[src/rtl/rob_param.sv]
// rob_param: reorder buffer; in-order allocate, out-of-order writeback, in-order retire.
// Latency: lookup/bypass combinational; commit pulses registered one cycle after head is done.
// Backpressure: full blocks allocation, a store holds the head until st_ack, rdy low freezes all.
module rob_param #(
  parameter int  DEPTH  = 16,
  parameter int  WB_CH  = 2,
  parameter int  DATA_W = 32,
  parameter int  ADDR_W = 32,
  parameter int  REG_W  = 5,
  localparam int TW     = $clog2(DEPTH)
) (
  input  logic                    clk,
  input  logic                    rst,
  input  logic                    rdy,
  // decode / allocation
  input  logic                    dec_valid,
  input  logic [1:0]              dec_kind,
  input  logic [REG_W-1:0]        dec_rd,
  input  logic [ADDR_W-1:0]       dec_pc,
  input  logic                    dec_pred_taken,
  input  logic                    dec_done,
  input  logic [DATA_W-1:0]       dec_val,
  output logic                    full,
  output logic [TW-1:0]           dec_tag,
  // operand lookup
  input  logic [TW-1:0]           rs1_tag,
  input  logic [TW-1:0]           rs2_tag,
  output logic                    rs1_ready,
  output logic                    rs2_ready,
  output logic [DATA_W-1:0]       rs1_val,
  output logic [DATA_W-1:0]       rs2_val,
  // writeback channels
  input  logic [WB_CH-1:0]        wb_valid,
  input  logic [WB_CH*TW-1:0]     wb_tag,
  input  logic [WB_CH*DATA_W-1:0] wb_val,
  input  logic [WB_CH-1:0]        wb_taken,
  input  logic [WB_CH*ADDR_W-1:0] wb_target,
  // register commit
  output logic                    cm_valid,
  output logic [REG_W-1:0]        cm_rd,
  output logic [DATA_W-1:0]       cm_val,
  output logic [TW-1:0]           cm_tag,
  // store commit handshake
  output logic                    st_commit,
  output logic [TW-1:0]           st_tag,
  input  logic                    st_ack,
  // predictor update and redirect
  output logic                    bp_valid,
  output logic [ADDR_W-1:0]       bp_pc,
  output logic                    bp_taken,
  output logic                    flush,
  output logic [ADDR_W-1:0]       flush_pc
);

  localparam logic [1:0] K_REG = 2'd0;
  localparam logic [1:0] K_BR  = 2'd1;
  localparam logic [1:0] K_ST  = 2'd2;
  localparam logic [1:0] K_JMP = 2'd3;

  typedef enum logic {RUN, ST_WAIT} state_t;

  // Entry storage
  logic [DEPTH-1:0]  busy_q;
  logic [DEPTH-1:0]  done_q;
  logic [DEPTH-1:0]  pred_q;
  logic [DEPTH-1:0]  taken_q;
  logic [1:0]        kind_q [DEPTH];
  logic [REG_W-1:0]  rd_q   [DEPTH];
  logic [ADDR_W-1:0] pc_q   [DEPTH];
  logic [DATA_W-1:0] val_q  [DEPTH];
  logic [ADDR_W-1:0] tgt_q  [DEPTH];

  // Queue pointers and occupancy
  logic [TW-1:0]     head;
  logic [TW-1:0]     tail;
  logic [TW:0]       count;
  state_t            state;

  logic              head_rdy;
  logic              alloc_ok;
  logic              retire;

  assign full     = (count == (TW+1)'(DEPTH));
  assign dec_tag  = tail;
  assign head_rdy = busy_q[head] && done_q[head];
  // Nothing is accepted during the squash cycle; full alone gates allocation.
  assign alloc_ok = rdy && !flush && dec_valid && !full;

  // Operand lookup: registered entry state, overridden by any same-cycle writeback (last channel wins)
  always_comb begin
    rs1_ready = done_q[rs1_tag];
    rs1_val   = val_q[rs1_tag];
    rs2_ready = done_q[rs2_tag];
    rs2_val   = val_q[rs2_tag];
    for (int k = 0; k < WB_CH; k++) begin
      if (wb_valid[k] && (wb_tag[k*TW +: TW] == rs1_tag)) begin
        rs1_ready = 1'b1;
        rs1_val   = wb_val[k*DATA_W +: DATA_W];
      end
      if (wb_valid[k] && (wb_tag[k*TW +: TW] == rs2_tag)) begin
        rs2_ready = 1'b1;
        rs2_val   = wb_val[k*DATA_W +: DATA_W];
      end
    end
  end

  // Retire decision: non-store done head in RUN, or an acknowledged store in ST_WAIT
  always_comb begin
    retire = 1'b0;
    if (rdy && !flush) begin
      if (state == RUN) begin
        retire = head_rdy && (kind_q[head] != K_ST);
      end else begin
        retire = st_ack;
      end
    end
  end

  // Entry updates, pointers, commit FSM and registered commit-side outputs
  always_ff @(posedge clk) begin
    if (rst) begin
      busy_q    <= '0;
      done_q    <= '0;
      pred_q    <= '0;
      taken_q   <= '0;
      for (int i = 0; i < DEPTH; i++) begin
        kind_q[i] <= K_REG;
        rd_q[i]   <= '0;
        pc_q[i]   <= '0;
        val_q[i]  <= '0;
        tgt_q[i]  <= '0;
      end
      head      <= '0;
      tail      <= '0;
      count     <= '0;
      state     <= RUN;
      cm_valid  <= 1'b0;
      cm_rd     <= '0;
      cm_val    <= '0;
      cm_tag    <= '0;
      st_commit <= 1'b0;
      st_tag    <= '0;
      bp_valid  <= 1'b0;
      bp_pc     <= '0;
      bp_taken  <= 1'b0;
      flush     <= 1'b0;
      flush_pc  <= '0;
    end else if (rdy) begin
      // Pulses last exactly one active cycle.
      cm_valid  <= 1'b0;
      st_commit <= 1'b0;
      bp_valid  <= 1'b0;
      flush     <= 1'b0;

      if (flush) begin
        // Squash everything in flight; the redirect restarts allocation at tag 0.
        head   <= '0;
        tail   <= '0;
        count  <= '0;
        busy_q <= '0;
        state  <= RUN;
      end else begin
        // Writeback: later channels override earlier ones on a shared tag.
        for (int k = 0; k < WB_CH; k++) begin
          if (wb_valid[k] && busy_q[wb_tag[k*TW +: TW]]) begin
            done_q[wb_tag[k*TW +: TW]]  <= 1'b1;
            val_q[wb_tag[k*TW +: TW]]   <= wb_val[k*DATA_W +: DATA_W];
            taken_q[wb_tag[k*TW +: TW]] <= wb_taken[k];
            tgt_q[wb_tag[k*TW +: TW]]   <= wb_target[k*ADDR_W +: ADDR_W];
          end
        end

        // Allocation at the tail; the tail entry is never busy here, so no writeback collides.
        if (alloc_ok) begin
          busy_q[tail]  <= 1'b1;
          done_q[tail]  <= dec_done;
          kind_q[tail]  <= dec_kind;
          rd_q[tail]    <= dec_rd;
          pc_q[tail]    <= dec_pc;
          pred_q[tail]  <= dec_pred_taken;
          taken_q[tail] <= 1'b0;
          val_q[tail]   <= dec_val;
          tgt_q[tail]   <= '0;
          tail          <= tail + TW'(1);
        end

        // Retirement frees the head entry.
        if (retire) begin
          busy_q[head] <= 1'b0;
          head         <= head + TW'(1);
        end

        count <= count + (TW+1)'(alloc_ok) - (TW+1)'(retire);

        case (state)
          RUN: begin
            if (head_rdy) begin
              case (kind_q[head])
                K_REG: begin
                  cm_valid <= 1'b1;
                  cm_rd    <= rd_q[head];
                  cm_val   <= val_q[head];
                  cm_tag   <= head;
                end
                K_JMP: begin
                  cm_valid <= 1'b1;
                  cm_rd    <= rd_q[head];
                  cm_val   <= val_q[head];
                  cm_tag   <= head;
                  flush    <= 1'b1;
                  flush_pc <= tgt_q[head];
                end
                K_BR: begin
                  bp_valid <= 1'b1;
                  bp_pc    <= pc_q[head];
                  bp_taken <= taken_q[head];
                  if (taken_q[head] != pred_q[head]) begin
                    flush    <= 1'b1;
                    flush_pc <= tgt_q[head];
                  end
                end
                K_ST: begin
                  // Hand the store to the LSB and hold the head until it acknowledges.
                  st_commit <= 1'b1;
                  st_tag    <= head;
                  state     <= ST_WAIT;
                end
                default: ;
              endcase
            end
          end
          ST_WAIT: begin
            if (st_ack) begin
              state <= RUN;
            end
          end
          default: state <= RUN;
        endcase
      end
    end
  end

endmodule

[config.mk]
export PLATFORM = sky130hd
export DESIGN_NAME = rob_param
export DESIGN_NICKNAME = d
export VERILOG_FILES = /design/src/rtl/rob_param.sv
export SDC_FILE = /design/constraint.sdc
export NUM_CORES = 2
export LEC_CHECK = 0
export BUFFER_PORTS_ARGS = -buffer_cell sky130_fd_sc_hd__buf_2
export CORE_MARGIN = 2
export CORE_UTILIZATION = 35
export DETAILED_ROUTE_END_ITERATION = 16
export SETUP_SLACK_MARGIN = 0.2
export SYNTH_ARGS = -nofsm -noshare
export SYNTH_HDL_FRONTEND = slang
export SYNTH_SLANG_ARGS = --single-unit
[constraint.sdc]
create_clock -name clk -period 5.7 [get_ports clk]
set_input_delay 0.57 -clock clk [delete_from_list [all_inputs] [get_ports clk]]
set_output_delay 0.57 -clock clk [all_outputs]
set_load 0.03 [all_outputs]
After elaboration in Yosys (flattened, before gate mapping)
Memories as Yosys holds them, arrays and structs flattened. A register that Yosys moved wholly into a read port is not among the register bits.
Cells that the tools add are included.
{"block": "op_classes", "addsub": 4, "mul": 0, "n_div": 0, "magnitude_cmp": 10, "eq_ne": 11, "shifts": 0, "n_mux": 137, "n_bitwise": 9, "n_reduce_logical": 39}
{"op": "2-to-1 mux 16 bit", "count": 24}
{"op": "2-to-1 mux 32 bit", "count": 12}
{"op": "OR reduction 32 bit", "count": 7}
{"op": "2-to-1 mux 4 bit", "count": 17}
{"op": "bitwise mux 16 bit", "count": 4}
{"op": "one-hot mux 32 bit (2 select lines)", "count": 1}
{"op": "2-to-1 mux 1 bit", "count": 62}
{"op": "bitwise OR 16 bit", "count": 3}
{"op": "bitwise AND 16 bit", "count": 2}
{"op": "binary-select mux 1 bit (select 4 bit)", "count": 8}
{"op": "NOT 16 bit", "count": 2}
{"op": "less-than comparator 4 x 5 -> 1 bit, second input constant", "count": 6}
{"op": "demux 1 bit (select 4 bit)", "count": 4}
{"op": "equality test 4 bit", "count": 4}
{"op": ">= comparator 4 x 1 -> 1 bit, second input constant", "count": 4}
{"op": "logical AND 1 bit", "count": 15}
{"op": "AND reduction 5 bit", "count": 3}
{"op": "2-to-1 mux 5 bit", "count": 2}
{"op": "adder 4 x 1 -> 4 bit, second input constant", "count": 2}
{"op": "AND reduction 2 bit", "count": 3}
{"op": "AND reduction 6 bit", "count": 1}
{"op": "nonzero test 2 bit", "count": 3}
{"op": "adder 5 x 1 -> 5 bit", "count": 1}
{"op": "equality test 5 bit, second input constant", "count": 1}
{"op": "other kinds (13)", "count": 19}
{"block": "totals", "reg_bits": 123, "latch_bits": 0, "ram_bits": 1648, "mem_bits_ro": 0, "out_inout_bits": 185, "word_cells": 231, "memories": 5}
{"memory": "pc_q", "words": 16, "width": 32, "rd": 1, "rd_clocked_by_memory_dff": 1, "wr": 16, "line_no": "69", "text": "logic [ADDR_W-1:0] pc_q [DEPTH];"}
{"memory": "tgt_q", "words": 16, "width": 32, "rd": 1, "rd_clocked_by_memory_dff": 1, "wr": 16, "line_no": "71", "text": "logic [ADDR_W-1:0] tgt_q [DEPTH];"}
{"memory": "val_q", "words": 16, "width": 32, "rd": 3, "rd_clocked_by_memory_dff": 1, "wr": 16, "line_no": "70", "text": "logic [DATA_W-1:0] val_q [DEPTH];"}
{"memory": "rd_q", "words": 16, "width": 5, "rd": 1, "rd_clocked_by_memory_dff": 1, "wr": 16, "line_no": "68", "text": "logic [REG_W-1:0] rd_q [DEPTH];"}
{"memory": "kind_q", "words": 16, "width": 2, "rd": 1, "rd_clocked_by_memory_dff": 1, "wr": 16, "line_no": "67", "text": "logic [1:0] kind_q [DEPTH];"}

Logic depth before layout (Yosys ltp)
{"block": "depth", "depth_word": 16, "mapped_depth": 25, "ltp_nobuf": 20}

Worst setup path after synthesis
No wires, ideal clock.
{"block": "synth_timing", "kind": "flip-flop to flip-flop", "from": "register (tool-made name)", "to": "register count[4]", "arrival_ps": 4969, "required_ps": 5568, "setup_slack_ps": 598, "path_stages_with_launch": 25, "path_buffers": 5, "period_less_slack_ps": 5102, "path_cell_list": "dfxtp_1 -> clkbuf_1 -> clkbuf_1 -> buf_2 -> mux4_2 -> mux4_2 -> ha_1 -> a21oi_1 -> nand2b_1 -> buf_2 -> clkbuf_1 -> and2_1 -> ha_1 -> inv_1 -> ha_1 -> inv_1 -> fa_1 -> inv_1 -> a21oi_1 -> nor2_1 -> nor2_1 -> xnor2_1 -> o21ai_0 -> nand2_1 -> a21oi_1"}
{"item": "end signal: assignment", "line_no": "193", "text": "count <= count + (TW+1)'(alloc_ok) - (TW+1)'(retire);"}
{"item": "end: declaration", "line_no": "76", "text": "logic [TW:0] count;"}

==> impl_results.html <==
<table>
<tr><th>Metric</th><th>Value</th></tr>
<tr><th colspan="2">Place</th></tr>
<tr><td>Gp weighted congestion</td><td>0.9346</td></tr>
<tr><td>Total half-perimeter wirelength after legalization and detailed placement</td><td>229200 um</td></tr>
<tr><td>Placed Cells incl. Taps</td><td>approximately 12000</td></tr>
<tr><td>IO Port Bufs</td><td>410</td></tr>
<tr><th colspan="2">Global route</th></tr>
<tr><td>Global routing usage on met3</td><td>8.955%</td></tr>
<tr><td>Total overflow reported by the global router</td><td>0</td></tr>
<tr><td>GRT Max-Usage Layer</td><td>met2</td></tr>
<tr><td>Vias in the first global route</td><td>78720</td></tr>
<tr><td>Global-route total usage across every layer</td><td>28.10%</td></tr>
<tr><td>Maximum number of pins on one net before global-route repair</td><td>between 100 and 150</td></tr>
<tr><td>M2 GR Usage</td><td>41.51%</td></tr>
<tr><td>Global-route wire length before repair</td><td>583600 um</td></tr>
<tr><td>Initial antenna violation count</td><td>109</td></tr>
<tr><td>Grt met1 use</td><td>between 30% and 40%</td></tr>
<tr><th colspan="2">STA</th></tr>
<tr><td>Actual transition at the worst max-transition pin</td><td>around 1.4 ns</td></tr>
<tr><td>Headroom to the max-slew limit</td><td>7.212%</td></tr>
<tr><td>Final number of max-transition violations</td><td>0</td></tr>
<tr><td>Top achievable clock speed</td><td>0.2202 GHz</td></tr>
<tr><td>Setup violation total in the final timing report</td><td>0</td></tr>
<tr><td>Maximum clock skew at final layout</td><td>between 0.09 and 0.1 ns</td></tr>
<tr><td>Post-route minimum period</td><td>4.540 ns</td></tr>
<tr><td>Setup TNS</td><td>0 ns</td></tr>
<tr><td>Fin crit share</td><td>79.66%</td></tr>
<tr><td>Hold Fails Final Rpt</td><td>0</td></tr>
<tr><td>Unrepaired setup endpoints after global routing</td><td>false</td></tr>
<tr><td>Worst slack on hold paths</td><td>about 0.032 ns</td></tr>
<tr><th colspan="2">Yosys</th></tr>
<tr><td>Synth top area cells</td><td>sky130_fd_sc_hd__edfxtp_1 (35%), sky130_fd_sc_hd__mux4_2 (20%), sky130_fd_sc_hd__dfxtp_1 (14%), sky130_fd_sc_hd__a22oi_1 (5.9%), sky130_fd_sc_hd__nand2_1 (4.2%)</td></tr>
<tr><td>Share of Yosys cell area claimed by the top area cell type</td><td>~35%</td></tr>
<tr><td>Post-synth cell types</td><td>60</td></tr>
<tr><td>Number of synthesized flops with an enable pin</td><td>1136</td></tr>
<tr><td>Cell accounting for the most synthesized area</td><td>sky130_fd_sc_hd__edfxtp_1</td></tr>
<tr><td>Post-synth ARST share</td><td>0%</td></tr>
<tr><td>Most numerous cell types in the synthesized netlist</td><td>sky130_fd_sc_hd__edfxtp_1 (1136), sky130_fd_sc_hd__nand2_1 (1093), sky130_fd_sc_hd__clkbuf_1 (896)</td></tr>
<tr><td>Most used standard cell by instance count after synthesis</td><td>sky130_fd_sc_hd__edfxtp_1</td></tr>
<tr><td>Number of synthesis warnings</td><td>0</td></tr>
<tr><td>Post-synthesis cell count</td><td>8442</td></tr>
<tr><td>Cell area after synthesis</td><td>98620 um^2</td></tr>
<tr><td>Synthesized area per cell</td><td>around 12 um^2</td></tr>
<tr><td>Part of the Yosys area used for sequential elements</td><td>48.96%</td></tr>
<tr><td>Synthesized netlist net count</td><td>approximately 8700</td></tr>
<tr><td>Predominant post-synthesis flop cell</td><td>sky130_fd_sc_hd__edfxtp_1</td></tr>
<tr><td>Flip-flop and latch count after synthesis</td><td>1844</td></tr>
<tr><th colspan="2">Floorplan</th></tr>
<tr><td>Floorplan die area</td><td>286000 um^2</td></tr>
<tr><td>Area of the placeable core</td><td>279900 um^2</td></tr>
<tr><td>Die extent in x</td><td>534.8 um</td></tr>
<tr><td># rows</td><td>194</td></tr>
<tr><td>Starting Density</td><td>between 30% and 40%</td></tr>
<tr><td>Ports placed on the boundary</td><td>between 400 and 500</td></tr>
<tr><td>Vertical extent of the die</td><td>534.8 um</td></tr>
<tr><th colspan="2">Power and ir drop</th></tr>
<tr><td>Leakage power total</td><td>0.03786 uW</td></tr>
<tr><td>Power Density</td><td>287.3 nW/um^2</td></tr>
<tr><td>Worst IR Drop VDD</td><td>about 310 uV</td></tr>
<tr><td>Design Power</td><td>between 30000 and 40000 uW</td></tr>
<tr><th colspan="2">CTS</th></tr>
<tr><td>CTS Hold Buffers Added</td><td>0</td></tr>
<tr><td>Source-to-sink clock delay at the later pin of the worst-skew pair</td><td>0.92 ns</td></tr>
<tr><td>Cell at the root of the clock tree</td><td>sky130_fd_sc_hd__clkbuf_16</td></tr>
<tr><td>Cts repair resizes</td><td>0</td></tr>
<tr><td>TritonCTS clock tree</td><td>built</td></tr>
<tr><td>Clk pin slew, worst setup/hold paths</td><td>roughly 0.07 ns</td></tr>
<tr><td>Buffer levels on the longest clock path</td><td>4</td></tr>
<tr><td>Deepest level of the CTS H-tree</td><td>4</td></tr>
<tr><td>Total setup buffers inserted after CTS</td><td>0</td></tr>
<tr><td>Clock sinks</td><td>1844</td></tr>
<tr><td>Clock buffer count from CTS</td><td>207</td></tr>
<tr><th colspan="2">Finish</th></tr>
<tr><td>Net total in the final layout</td><td>8357</td></tr>
<tr><td>Fraction of final layout cells with drive strength greater than 1</td><td>23.41%</td></tr>
<tr><td>End-of-flow core utilization</td><td>39.53%</td></tr>
<tr><td>Area growth syn-to-layout</td><td>12.18%</td></tr>
<tr><td>Post-route non-filler standard cell count</td><td>12060</td></tr>
<tr><th colspan="2">Setup path</th></tr>
<tr><td>Element type at the critical path start</td><td>flip-flop</td></tr>
<tr><td>Critical Path Max Stage Delay</td><td>0.77 ns</td></tr>
<tr><td>Crit-path max FO</td><td>37</td></tr>
<tr><td>Slowest stage cell on the critical path</td><td>sky130_fd_sc_hd__dfxtp_4</td></tr>
<tr><td>Series of cell instances along the critical path</td><td>mux4_2 &gt; mux4_2 &gt; ha_1 &gt; a21oi_1 &gt; nand2b_1 &gt; and2_1 &gt; ha_1 &gt; inv_1 &gt; ha_1 &gt; inv_1 &gt; fa_1 &gt; inv_1 &gt; a21oi_1 &gt; nor2_1 &gt; nor2_1 &gt; xnor2_1 &gt; o21ai_0 &gt; nand2_1 &gt; a21oi_1</td></tr>
<tr><td>WP data arrival</td><td>~5.3 ns</td></tr>
<tr><td>Required time of the critical path</td><td>6.45 ns</td></tr>
<tr><td>Crit. End Element</td><td>flip-flop</td></tr>
<tr><td>Setup Crit Path Kind</td><td>flip-flop to flip-flop</td></tr>
<tr><th colspan="2">Job</th></tr>
<tr><td>Number of max-cap violations</td><td>0</td></tr>
<tr><th colspan="2">Drt</th></tr>
<tr><td>DRT Pass-1 Iters</td><td>13</td></tr>
<tr><td>Vias per inst</td><td>6.696</td></tr>
<tr><td>Detailed router's first-iteration violation count</td><td>14830</td></tr>
<tr><td>Wire length per cell after detailed routing</td><td>approximately 35 um</td></tr>
<tr><td>Post-route ant nets</td><td>0</td></tr>
<tr><td>Vias</td><td>80760</td></tr>
<tr><td>Residual DRC</td><td>0</td></tr>
<tr><td>Wirelength, routed</td><td>416800 um</td></tr>
<tr><th colspan="2">Min path</th></tr>
<tr><td>HP Class</td><td>input port to flip-flop</td></tr>
<tr><th colspan="2">Status</th></tr>
<tr><td>Status</td><td>finished clean</td></tr>
</table>
placed cells by master, fill, tap and decap left out, types with 14 or more instances in the layout:
cell type	synthesis	routed
sky130_fd_sc_hd__and2_1	252	239
sky130_fd_sc_hd__buf_12	4	39
sky130_fd_sc_hd__a22oi_1	773	773
sky130_fd_sc_hd__nand2_2	0	18
sky130_fd_sc_hd__nand2b_2	0	16
sky130_fd_sc_hd__nor2b_1	17	17
sky130_fd_sc_hd__o21ai_0	501	501
sky130_fd_sc_hd__o21ai_1	91	91
sky130_fd_sc_hd__buf_2	126	403
sky130_fd_sc_hd__clkbuf_1	896	41
sky130_fd_sc_hd__buf_4	0	178
sky130_fd_sc_hd__a21oi_1	406	403
sky130_fd_sc_hd__nand2_1	1093	1075
sky130_fd_sc_hd__inv_1	19	19
sky130_fd_sc_hd__clkinv_1	0	14
sky130_fd_sc_hd__clkbuf_16	0	213
sky130_fd_sc_hd__diode_2	0	58
sky130_fd_sc_hd__a311oi_1	20	20
sky130_fd_sc_hd__nand3_1	74	74
sky130_fd_sc_hd__mux4_2	856	856
sky130_fd_sc_hd__clkbuf_8	0	31
sky130_fd_sc_hd__xor2_1	14	14
sky130_fd_sc_hd__nor2_4	0	36
sky130_fd_sc_hd__dfxtp_1	708	700
sky130_fd_sc_hd__a222oi_1	256	256
sky130_fd_sc_hd__nor2_1	372	336
sky130_fd_sc_hd__edfxtp_1	1136	1136
sky130_fd_sc_hd__and3_1	397	397
sky130_fd_sc_hd__bufinv_16	0	22
sky130_fd_sc_hd__nand2b_1	30	14
sky130_fd_sc_hd__clkinv_2	0	37
sky130_fd_sc_hd__mux2i_1	134	134
routing by layer:
metal  vias up  part of all wire (%)
li1      32030                     -
met1     39940                    35
met2      7083                    43
met3      1659                    14
met4        51                   6.9
met5         -                 0.091
per-stage QoR:
step | worst slack (ns) | cell area [um^2]
3_5_place_dp | 1.191 | 103500
6_report | 1.160 | 110600
5_1_grt | 0.9677 | 110600
4_1_cts | 1.185 | 110500
3_3_place_gp | 0.8608 | 103500
2_1_floorplan | 0.5983 | 98620
critical path, delay by kind of cell (launching register included):
| family | cells | cell delay (ns) |
|---|---|---|
| AND/OR/NAND/NOR | 5 | 0.62 |
| flip-flops | 1 | 0.77 |
| multiplexers | 2 | 0.94 |
| buffers and inverters | 3 | 0.23 |
| AO/OA/AOI/OAI | 4 | 0.67 |
| adder cells (fa/ha/maj) | 4 | 1.07 |
| XOR/XNOR | 1 | 0.13 |
power by group:
group / internal [uW] / switching [uW] / total, uW
Sequential: 14500 / 187 / 14700
Combinational: 965 / 2090 / 3060
Clock: 8230 / 5810 / 14000
Total: 23700 / 8090 / 31800
path summary, 6_finish.rpt:
kind | from | slack (ns) | depth (start not counted) | to
max reg2reg | flip-flop | 1.16 | 19 | count[4]$_SDFFE_PP0P_
min | dec_done | 0.03 | 3 | done_q[5]$_SDFFE_PP0P_
min reg2reg | tgt_q[6][6]$_SDFFE_PP0P_ | 0.45 | 2 | tgt_q[6][6]$_SDFFE_PP0P_
max | flip-flop | 1.16 | 19 | count[4]$_SDFFE_PP0P_
area by class of cell:
type | instances | area (um^2)
multi-input combinational | 5415 | 46260
timing repair buffer | 625 | 4202
sequential | 1844 | 48310
fill | 26190 | 169200
tap | 3724 | 4659
clock inverter | 90 | 1070
inverter | 20 | 75.07
antenna | 58 | 145.1
clock buffer | 285 | 5911
sequential cells by signal, summed over array words and instances (netlist names), 4 cells and up, named ones only:
signal / flops
cm_rd: 5
count: 5
taken_q: 16
head: 4
flush_pc: 32
val_q: 512
busy_q: 16
pc_q: 512
kind_q: 32
cm_val: 32
dec_tag: 4
done_q: 16
tgt_q: 512
cm_tag: 4
rd_q: 80
bp_pc: 32
st_tag: 4
pred_q: 16
kinds of logic after synthesis:
kind of cell	Yosys count	synth area share, %
AND/OR/NAND/NOR	2292	10.80
AO/OA/AOI/OAI	2090	14.12
flip-flops	1844	48.96
buffers and inverters	1183	4.747
multiplexers	992	20.93
XOR/XNOR	23	0.2043
adder cells (fa/ha/maj)	18	0.2360
(Power assumes the default switching activity.)
